==> config.mk <==
export PLATFORM = sky130hd
export DESIGN_NAME = usb_fs_out_drain_arb
export DESIGN_NICKNAME = d
export VERILOG_FILES = /design/src/rtl/usb_fs_pkg.sv /design/src/rtl/usb_fs_rr_pick.sv /design/src/rtl/usb_fs_out_drain_arb.sv
export SDC_FILE = /design/constraint.sdc
export NUM_CORES = 1
export LEC_CHECK = 0
export BUFFER_PORTS_ARGS = -buffer_cell sky130_fd_sc_hd__buf_4
export CELL_PAD_IN_SITES_DETAIL_PLACEMENT = 1
export CELL_PAD_IN_SITES_GLOBAL_PLACEMENT = 2
export CORE_ASPECT_RATIO = 0.75
export CORE_MARGIN = 2
export CORE_UTILIZATION = 32
export DETAILED_ROUTE_END_ITERATION = 12
export PLACE_DENSITY = 0.9
export SLEW_MARGIN = 15
export SYNTH_ARGS = -nofsm -noshare
export SYNTH_HDL_FRONTEND = slang
export SYNTH_SLANG_ARGS = --single-unit
==> constraint.sdc <==
create_clock -name clk -period 6.75 [get_ports clk]
set_input_delay 0.675 -clock clk [delete_from_list [all_inputs] [get_ports clk]]
set_output_delay 0.675 -clock clk [all_outputs]
set_load 0.05 [all_outputs]
==> src/rtl/usb_fs_pkg.sv <==
// usb_fs_pkg: state encoding and endpoint-number width shared by the USB FS schedulers.
package usb_fs_pkg;
    localparam int EP_W = 4;
    localparam logic [1:0] ST_IDLE    = 2'd0;
    localparam logic [1:0] ST_ISSUE   = 2'd1;
    localparam logic [1:0] ST_CAPTURE = 2'd2;
    localparam logic [1:0] ST_PRESENT = 2'd3;
    typedef enum logic [1:0] {
        IDLE    = ST_IDLE,
        ISSUE   = ST_ISSUE,
        CAPTURE = ST_CAPTURE,
        PRESENT = ST_PRESENT
    } arb_state_e;
endpackage

==> src/rtl/usb_fs_rr_pick.sv <==
// usb_fs_rr_pick: picks the first set request at or after ptr, searching circularly modulo N.
module usb_fs_rr_pick
    import usb_fs_pkg::*;
#(
    parameter int N = 4
) (
    input  logic [N-1:0]      req,
    input  logic [EP_W-1:0]   ptr,
    output logic [EP_W-1:0]   gnt_idx,
    output logic              gnt_any
);
    logic [N-1:0] rot;
    logic [EP_W:0] sum;

    // Rotate so bit 0 is the ptr position; lowest offset wins by being assigned last.
    always_comb begin
        rot = N'({req, req} >> ptr);
        gnt_any = |req;
        gnt_idx = '0;
        sum = '0;
        for (int j = N - 1; j >= 0; j--) begin
            sum = (EP_W + 1)'(ptr) + (EP_W + 1)'(j);
            if (rot[j]) gnt_idx = sum >= (EP_W + 1)'(N) ? EP_W'(sum - (EP_W + 1)'(N)) : EP_W'(sum);
        end
    end
endmodule

==> src/rtl/usb_fs_out_drain_arb.sv <==
// usb_fs_out_drain_arb: round-robin drain of OUT endpoint buffers into one tagged byte stream.
// Define USB_OUT_ARB_EP0_PRIO_EN to give EP0 absolute priority without advancing rr_ptr.
module usb_fs_out_drain_arb #(
    parameter int NUM_OUT_EPS = 4
) (
    input  logic                   clk,
    input  logic                   reset_n,
    input  logic [NUM_OUT_EPS-1:0] out_ep_data_avail,
    input  logic [NUM_OUT_EPS-1:0] out_ep_setup,
    input  logic [7:0]             out_ep_data,
    output logic [NUM_OUT_EPS-1:0] out_ep_data_get,
    input  logic [NUM_OUT_EPS-1:0] ep_enable,
    output logic                   pkt_valid,
    input  logic                   pkt_ready,
    output logic [7:0]             pkt_data,
    output logic [3:0]             pkt_ep,
    output logic                   pkt_setup,
    output logic                   pkt_first,
    output logic                   pkt_last,
    output logic                   busy
);
    import usb_fs_pkg::*;

    arb_state_e state_q, state_d;
    logic [EP_W-1:0] rr_ptr_q, rr_ptr_d, grant_q, grant_d, pick_ptr, gnt_idx, ptr_next, ptr_inc;
    logic first_q, first_d, valid_q, valid_d, setup_q, setup_d, pfirst_q, pfirst_d, plast_q, plast_d;
    logic [7:0] data_q, data_d;
    logic [NUM_OUT_EPS-1:0] cand, grant_oh, pick_oh;
    logic gnt_any, grant_avail;

    assign cand = out_ep_data_avail & ep_enable;
    assign grant_oh = NUM_OUT_EPS'(1) << grant_q;
    assign pick_oh = NUM_OUT_EPS'(1) << gnt_idx;
    assign grant_avail = |(out_ep_data_avail & grant_oh);
    assign ptr_inc = grant_q == EP_W'(NUM_OUT_EPS - 1) ? '0 : grant_q + EP_W'(1);
`ifdef USB_OUT_ARB_EP0_PRIO_EN
    assign pick_ptr = cand[0] ? '0 : rr_ptr_q;
    assign ptr_next = grant_q == '0 ? rr_ptr_q : ptr_inc;
`else
    assign pick_ptr = rr_ptr_q;
    assign ptr_next = ptr_inc;
`endif

    usb_fs_rr_pick #(.N(NUM_OUT_EPS)) u_pick (
        .req     (cand),
        .ptr     (pick_ptr),
        .gnt_idx (gnt_idx),
        .gnt_any (gnt_any)
    );

    always_comb begin
        state_d = state_q;
        rr_ptr_d = rr_ptr_q;
        grant_d = grant_q;
        first_d = first_q;
        valid_d = valid_q;
        setup_d = setup_q;
        pfirst_d = pfirst_q;
        plast_d = plast_q;
        data_d = data_q;
        case (state_q)
            IDLE: if (gnt_any) begin
                grant_d = gnt_idx;
                setup_d = |(out_ep_setup & pick_oh);
                first_d = 1'b1;
                state_d = ISSUE;
            end
            ISSUE: begin
                state_d = grant_avail ? CAPTURE : IDLE;
                rr_ptr_d = grant_avail ? rr_ptr_q : ptr_next;
            end
            // PE avail already reflects the post-get address, so it marks the final byte.
            CAPTURE: begin
                data_d = out_ep_data;
                pfirst_d = first_q;
                plast_d = !grant_avail;
                first_d = 1'b0;
                valid_d = 1'b1;
                state_d = PRESENT;
            end
            PRESENT: if (pkt_ready) begin
                valid_d = 1'b0;
                state_d = plast_q ? IDLE : ISSUE;
                rr_ptr_d = plast_q ? ptr_next : rr_ptr_q;
            end
            default: state_d = IDLE;
        endcase
    end

    always_ff @(posedge clk) begin
        if (!reset_n) begin
            state_q <= IDLE;
            rr_ptr_q <= '0;
            grant_q <= '0;
            first_q <= 1'b0;
            valid_q <= 1'b0;
            setup_q <= 1'b0;
            pfirst_q <= 1'b0;
            plast_q <= 1'b0;
            data_q <= '0;
        end else begin
            state_q <= state_d;
            rr_ptr_q <= rr_ptr_d;
            grant_q <= grant_d;
            first_q <= first_d;
            valid_q <= valid_d;
            setup_q <= setup_d;
            pfirst_q <= pfirst_d;
            plast_q <= plast_d;
            data_q <= data_d;
        end
    end

    assign out_ep_data_get = (state_q == ISSUE && grant_avail) ? grant_oh : '0;
    assign busy = state_q != IDLE;
    assign pkt_valid = valid_q;
    assign pkt_data = data_q;
    assign pkt_ep = grant_q;
    assign pkt_setup = setup_q;
    assign pkt_first = pfirst_q;
    assign pkt_last = plast_q;
endmodule

# Word-level counts from Yosys, hierarchy flattened
# Cells that the tools add are included.
# totals
regBits	23
word_cells	73
# classes
addsub	8
n_lt_le_gt_ge	4
n_eq_ne	8
shifts	3
muxes	23
bitwise	3
reduce_logical	15
# op_table
cell	n
4-bit 2-to-1 mux	13
4-bit by 3-bit subtractor with 4-bit output, second input constant	4
5-bit by 3-bit >= comparator with 1-bit output, second input constant	3
4-bit bitwise AND	3
4-bit OR reduction	3
4-bit by 2-bit adder with 5-bit output, second input constant	2
2-bit inequality test, second input constant	4
2-bit case mux with 4 select lines	1
4-bit case mux with 2 select lines	1
2-bit AND reduction	4
2-bit nonzero test	4
1-bit by 4-bit << shifter with 4-bit output, first input constant	2
8-bit by 4-bit right shift with 4-bit output	1
2-bit 2-to-1 mux	3
4-bit by 1-bit adder with 5-bit output, second input constant	1
4-bit by 1-bit adder with 4-bit output, second input constant	1
2-bit equality test, second input constant	2
4-bit by 2-bit equality test with 1-bit output, second input constant	1
4-bit by 3-bit >= comparator with 1-bit output, second input constant	1
1-bit case mux with 2 select lines	2
4-bit AND reduction	1
1-bit 2-to-1 mux	3
2-bit by 1-bit equality test with 1-bit output, second input constant	1
2-bit zero test	1
other kinds (2)	2

# Depth between registers and ports, before layout
# Gate-level depths: netlist (run 1).
# logic_depth
ltp_word	10
ltp_mapped	12
ltp_nobuf	11

# Cells and area by module
# Synthesis (run 1) repeated with hierarchy kept, for this count alone.
# unflattened
cells_unflattened	229
hier_area_um2	1869.3
# by_module_without_submodules
mod	instances	cells_per_inst	area_per_inst_um2
usb_fs_out_drain_arb	1	131	1138.6
usb_fs_rr_pick	1	98	730.7

# Worst setup path before layout (run 1)
# OpenSTA, ideal clock, no wires.
# synth_path
path_kind	register -> output
startpoint	register grant_q[0], in the netlist pkt_ep[0]
endpoint	output port out_ep_data_get[2]
arrival_ps	2691
required_time_ps	6075
slack_ps	3384
stages_incl_launch_ff	6
path_buffers	1
cell_sequence	dfxtp_1 -> clkbuf_1 -> mux4_2 -> and2_1 -> nand3_1 -> nor3b_1
# synth_via
elab_chain_len	5
# synth_rtl
item	line_no	rtl
start, declared	usb_fs_out_drain_arb.sv:25	logic [EP_W-1:0] rr_ptr_q, rr_ptr_d, grant_q, grant_d, pick_ptr, gnt_idx, ptr_next, ptr_inc;
start signal, assigned	usb_fs_out_drain_arb.sv:104	grant_q <= grant_d;
1-bit by 4-bit << shifter with 4-bit output *	usb_fs_out_drain_arb.sv:32	assign grant_oh = NUM_OUT_EPS'(1) << grant_q;
4-bit bitwise AND	usb_fs_out_drain_arb.sv:34	assign grant_avail = |(out_ep_data_avail & grant_oh);
4-bit OR reduction	usb_fs_out_drain_arb.sv:34	
1-bit logical AND	usb_fs_out_drain_arb.sv:114	assign out_ep_data_get = (state_q == ISSUE && grant_avail) ? grant_oh : '0;
4-bit 2-to-1 mux *	usb_fs_out_drain_arb.sv:114	
end, declared	usb_fs_out_drain_arb.sv:11	output logic [NUM_OUT_EPS-1:0] out_ep_data_get,
# Mark *: on every way between the ends. The rest lies on a longest branch, timed or not.

# Worst setup path after layout (run 1)
# layout_path
startpoint	register rr_ptr_q[0], in the netlist pick_ptr[0]
endpoint	register setup_q, in the netlist pkt_setup
# layout_via
elab_chain_len	10
# layout_rtl
item	line_no	rtl
start, declared	usb_fs_out_drain_arb.sv:25	
start signal, assigned	usb_fs_out_drain_arb.sv:103	rr_ptr_q <= rr_ptr_d;
4-bit by 2-bit adder with 5-bit output	usb_fs_rr_pick.sv:22	sum = (EP_W + 1)'(ptr) + (EP_W + 1)'(j);
4-bit by 3-bit subtractor with 4-bit output or 5-bit by 3-bit >= comparator with 1-bit output (tied branches)	usb_fs_rr_pick.sv:23	if (rot[j]) gnt_idx = sum >= (EP_W + 1)'(N) ? EP_W'(sum - (EP_W + 1)'(N)) : EP_W'(sum);
4-bit 2-to-1 mux (4 in a row)	usb_fs_rr_pick.sv:23	
4-bit 2-to-1 mux *	usb_fs_rr_pick.sv:23	
1-bit by 4-bit << shifter with 4-bit output *	usb_fs_out_drain_arb.sv:33	assign pick_oh = NUM_OUT_EPS'(1) << gnt_idx;
4-bit bitwise AND *	usb_fs_out_drain_arb.sv:64	setup_d = |(out_ep_setup & pick_oh);
4-bit OR reduction *	usb_fs_out_drain_arb.sv:64	
end signal, assigned	usb_fs_out_drain_arb.sv:107	setup_q <= setup_d;
end, declared	usb_fs_out_drain_arb.sv:26	logic first_q, first_d, valid_q, valid_d, setup_q, setup_d, pfirst_q, pfirst_d, plast_q, plast_d;
# Marked as above.
# A chain may end at the register's enable or synchronous reset.

==> results.md, run 1 <==
- CTS Buffer Depth: 2
- Syn_nets: 252
- Register area: 460 um2
- TritonCTS clock tree: done
- Clk_lat worst skew: 0.26 ns
- Setup tns final: 0 ns
- Final nets: 291
- Internal Pwr Total: 294 uW
- Setup Fix Bufs, Post-CTS: 0
- Syn Inst Count: 218
- Die outline height: 67.8 um
- Worst hold start: pkt_data[7]
- Initial antenna violation count: 0
- Post-synth cell types: 50
- Sequential element share of the synthesized area: 26.5%
- Run status: finished clean
- Max Fclk: 0.317 GHz
- TritonCTS buffer count: 3
- Critical path type: reg -> reg
- FF+latch count, synth: 23
- CP max FO: 20
- Post-synth top area cell: dfxtp_1
- CP required: 6.94 ns
- Dpl cells: 327
- Leak pwr: 0.898 nW
- Area Overhead vs Synth: 22.9%
- Grt ovf: 0
- Ant diodes: 0
- DR iter-0 viols: 75
- Vias/cell: 5.16
- Clock power share: 16.3%
- Non-filler instance count after layout: 331
- Share of layout cells above drive strength 1: 22.7%
- Count of final setup violators: 0
- Period utilization: 46.7%
- Sw frac: 44.1%
- Hold buffer count at CTS: 0
- Worst Hold Class: reg -> reg
- # port buffers: 43
- Tmin final: 3.15 ns
- RePlAce Congestion: 0.799
- GRT Util Overall: 16.5%
- CP cell instances: o21ai_0 -> o32a_2 -> o41ai_1 -> and2_2 -> mux2_4 -> o32ai_2
- Combinational power share: 48.5%
- H-tree levels: 1
- Mapped Area: 1740 um2
- Routed Antenna Nets: 0
- Synthesized area per cell: 7.98 um2
- Multi-input gate area: 1180 um2
- Largest net degree at the start of global routing: 25
- Final hold violation count: 0
- Filler cell count in the final layout: 689
- Core Util, Final: 40.4%
- First-pass GRT wire length: 7790 um
- Clock sinks: 23
- VDD IR max: 74.4 uV
- Vias in the first global route: 1,573
- Max Transition Viols Final: 0
- Commonest non-fill, non-tap cells in the layout: buf_4, nand2_1, dfxtp_1
- Routed via count: 1,707
- Total wire length: 4880 um
- EDFF count, synth: 0
- Max cap viols: 0
- YS warnings: 0
- Yosys top cell area share: 26.5%
- Dominant cells by area after synthesis: dfxtp_1, nand2_1, ha_1
- Commonest non-fill, non-tap cell in the layout: buf_4
- IO Pins: 44
- Site Rows: 23
- Prevailing post-synth register cell: dfxtp_1
- RR Startpoint: pick_ptr[0]
- TritonRoute pass-1 iters: 4
- Crit path largest cell delay: 0.84 ns
- Crit path capture type: flop
- Cell Pwr Density: 246 nW/um2
- Worst Skew: 0.00174 ns
- Rel. slew slack: 44.6%
- Die Wd: 89.1 um
- Drt wl/cell: 14.7 um
- Max reg flops: 8
- Unrepaired setup endpoints after global routing: false
- Die area: 6050 um2
- Post-DP HPWL: 3880 um
- # DRC: 0
- Synth async-reset ratio: 0%
- Power, Total: 526 uW
- Starting density of the core: 32.8%
- Worst-Margin Slew: 0.810 ns
- Clock transition at the registers of the reported paths: 0.08 ns
- Net Sw Power: 232 uW
- Startpoint Class: flop
- Setup crit start: pick_ptr[0]
- Worst path slowest cell: dfxtp_1
- Post_cts resized: 0
- Worst path arrival time: 3.34 ns
- Flop pwr share: 35.2%
- Root Buffer: clkbuf_8
- Core area: 5300 um2
-- logic make-up after synthesis --
group	Yosys count	synth area share (%)
muxes	8	6.33
adders and majority gates	11	7.91
and+or+nand+nor	87	23.3
buffers and inverters	19	5.76
AOI/OAI and AO/OA	63	26.7
xor gates and xnor gates	7	3.53
DFF	23	26.5
-- final cells by class --
type / count / area share (%)
well taps: 75 / 4.39
flip-flops and latches: 23 / 21.5
repair buffers: 43 / 15.1
inverters: 10 / 1.76
clock buffers: 4 / 2.11
multi-input cells: 176 / 55.1
-- worst max-delay path: cells and delay by family (launching register included) --
kind / cells / cell delay [ns]
AND/OR/NAND/NOR: 1 / 0.28
AO/OA/AOI/OAI: 4 / 1.64
multiplexers: 1 / 0.31
flip-flops: 1 / 0.84
-- per-stage QoR --
stage / area (um2) / hold WS [ns] / worst slack [ns]
2_1_floorplan: 1740 / 0.441 / 3.38
3_3_place_gp: 2090 / 0.451 / 3.65
3_5_place_dp: 2090 / 0.457 / 3.64
4_1_cts: 2140 / 0.468 / 3.66
5_1_grt: 2140 / 0.499 / 3.46
6_report: 2140 / 0.464 / 3.60
-- routing by layer --
| layer | track usage (%) | vias to the layer above | part of all wire, % |
|---|---|---|---|
| met2 | 23.8 | 49 | 42 |
| met1 | 24.6 | 804 | 51 |
| li1 | - | 850 | - |
| met5 | 0 | - | 0 |
| met3 | 4.58 | 4 | 6.1 |
| met4 | 2.80 | 0 | 0.70 |
-- worst paths after layout --
path,end,slack (ns),cells after the start
max,pkt_setup,3.60,6
min,pkt_data[7],0.46,2
max reg2reg,pkt_setup,3.60,6
min reg2reg,pkt_data[7],0.46,2
-- synth_stat cells (2+ instances only) --
library cell,instances
nand3_1,5
and2_1,3
a21oi_1,12
nand2_1,38
xnor2_1,5
a22o_1,2
o311ai_0,2
a22oi_1,2
nor2b_1,4
xor2_1,2
o31ai_1,2
o2111ai_1,2
clkbuf_1,5
o211ai_1,2
mux2i_1,5
a21boi_0,12
mux4_2,2
nor2_1,22
o211a_1,4
o21ai_0,9
dfxtp_1,23
ha_1,11
and2_2,4
nor3b_1,2
a211oi_1,3
clkbuf_8,2
inv_1,10
-- power groups by stage --
stage	logic, mW	clock network (mW)	registers [mW]
after global placement	0.251	0	0.188
final	0.255	0.0859	0.185
after detailed placement	0.255	0	0.188
after CTS	0.256	0.0895	0.185
after global routing	0.279	0.0968	0.189
after floorplan	0.168	0	0.205
No activity file was read; power rests on OpenSTA's default activity.
==> run 2: changes to the inputs <==
- CORE_UTILIZATION: 32 -> 27
- PLACE_DENSITY: 0.9 -> 0.81
- clock period: 6.75 -> 2.72 ns (I/O delays scaled with it)
==> results.md, run 2 (synthesis results as in run 1) <==
- Tmin final: 2.57 ns
- Reg2Reg Setup Slack: 0.15 ns
- Rel. slew slack: 50.4%
- Vias in the first global route: 1,715
- Clk_lat worst skew: 0.26 ns
- Max Transition Viols Final: 0
- Core area: 6260 um2
- Setup crit end: pkt_setup
- Clock transition at the registers of the reported paths: 0.09 ns
- TritonCTS clock tree: done
- TritonRoute pass-1 iters: 4
- Worst path arrival time: 2.75 ns
- Final hold violation count: 0
- Critical path type: reg -> reg
- Startpoint Class: flop
- Worst-Margin Slew: 0.741 ns
- Commonest non-fill, non-tap cell in the layout: buf_4
- Vias/cell: 4.98
- VDD IR max: 211 uV
- Clock power share: 15.6%
- Routed via count: 1,759
- Power, Total: 1.39 mW
- Share of layout cells above drive strength 1: 29.0%
- Commonest non-fill, non-tap cells in the layout: buf_4, nand2_1, nor2_1, dfxtp_1
- Hold buffer count at CTS: 0
- Final nets: 307
- Crit path capture type: flop
- Setup crit start: pick_ptr[2]
- CP required: 2.90 ns
- Setup tns final: 0 ns
- CP max FO: 5
- R2R cell count: 8
- First-pass GRT wire length: 8650 um
- Sw frac: 43.7%
- Worst hold path depth: 3
- Count of final setup violators: 0
- Leak pwr: 0.981 nW
- Site Rows: 25
- RePlAce Congestion: 0.782
- Worst Hold Class: in -> reg
- RR Startpoint: pick_ptr[2]
- Cell Pwr Density: 607 nW/um2
- Max reg flops: 8
- Max cap viols: 0
- Ant diodes: 0
- Flop pwr share: 30.5%
- Max Fclk: 0.389 GHz
- Die area: 7110 um2
- IO Pins: 44
- Starting density of the core: 27.8%
- TritonCTS buffer count: 3
- Drt wl/cell: 15.1 um
- Filler cell count in the final layout: 766
- Die outline height: 73.5 um
- Combinational power share: 53.9%
- H-tree levels: 1
- Run status: finished clean
- Largest net degree at the start of global routing: 25
- Period utilization: 94.6%
- Worst Skew: 0.00353 ns
- Grt ovf: 0
- Net Sw Power: 605 uW
- Internal Pwr Total: 780 uW
- FF-to-FF End: pkt_setup
- GRT Util Overall: 14.9%
- Total wire length: 5330 um
- Root Buffer: clkbuf_8
- Post-DP HPWL: 4220 um
- Routed Antenna Nets: 0
- # port buffers: 43
- Clock sinks: 23
- DR iter-0 viols: 82
- CTS Buffer Depth: 2
- Area Overhead vs Synth: 31.2%
- Die Wd: 96.7 um
- Initial antenna violation count: 0
- # DRC: 0
## run 2: layout make-up
cell class | count | area [um2] | area share, %
multi-input cells | 176 | 1190 | 52.2
flip-flops and latches | 23 | 462 | 20.2
repair buffers | 59 | 443 | 19.4
well taps | 81 | 101 | 4.44
clock buffers | 3 | 41.3 | 1.81
inverters | 10 | 37.5 | 1.65
clock inverters | 1 | 5.00 | 0.219
## run 2: repair_timing
item | CTS | global route
setup endpoints to repair | 0 | 2
setup buffers | 0 | 2
gates resized for setup | 0 | 4
## run 2: critical path, cell delays in order, from the launching register on
cell and delay (ns):
dfxtp_1 0.33, and3b_1 0.19, mux4_2 0.50, and2_4 0.21, o41ai_1 0.33, buf_4 0.18
and2_2 0.18, mux2_4 0.31, o32ai_2 0.26
## run 2: power groups by stage
| stage | clock [mW] | combinational [mW] | sequential (mW) |
|---|---|---|---|
| final | 0.217 | 0.746 | 0.422 |
| after global placement | 0 | 0.712 | 0.428 |
| after detailed placement | 0 | 0.724 | 0.429 |
| after CTS | 0.223 | 0.729 | 0.422 |
| after floorplan | 0 | 0.416 | 0.510 |
| after global routing | 0.240 | 0.821 | 0.429 |
## run 2: how the worst min path moves through the flow
stage                        start           to
floorplan           out_ep_data[5]  pkt_data[5]
global placement       pkt_data[0]  pkt_data[0]
detailed placement       pkt_valid    pkt_valid
CTS                 out_ep_data[4]  pkt_data[4]
global route        out_ep_data[5]  pkt_data[5]
finish              out_ep_data[5]  pkt_data[5]
## run 2: through the flow
stage                     instance area, um2  setup WS (ns)  hold slack (ns)  std cells  util [%]
after floorplan                         1740         -0.243            0.417        218         -
after global placement                  2210          0.162            0.452        347      35.3
after detailed placement                2210         0.0983            0.460        347      35.3
after CTS                               2250          0.122            0.257        351      36.0
after global routing                    2280       -0.00834            0.261        353      36.5
final                                   2280          0.148            0.259        353      36.5
## run 2: layer usage
| metal | GRT usage (%) | routed length [um] | up-vias |
|---|---|---|---|
| met4 | 1.88 | 24 | 0 |
| met3 | 1.71 | 192 | 2 |
| met1 | 23.1 | 2810 | 842 |
| met5 | 0 | 0 | - |
| li1 | - | - | 883 |
| met2 | 22.7 | 2300 | 32 |
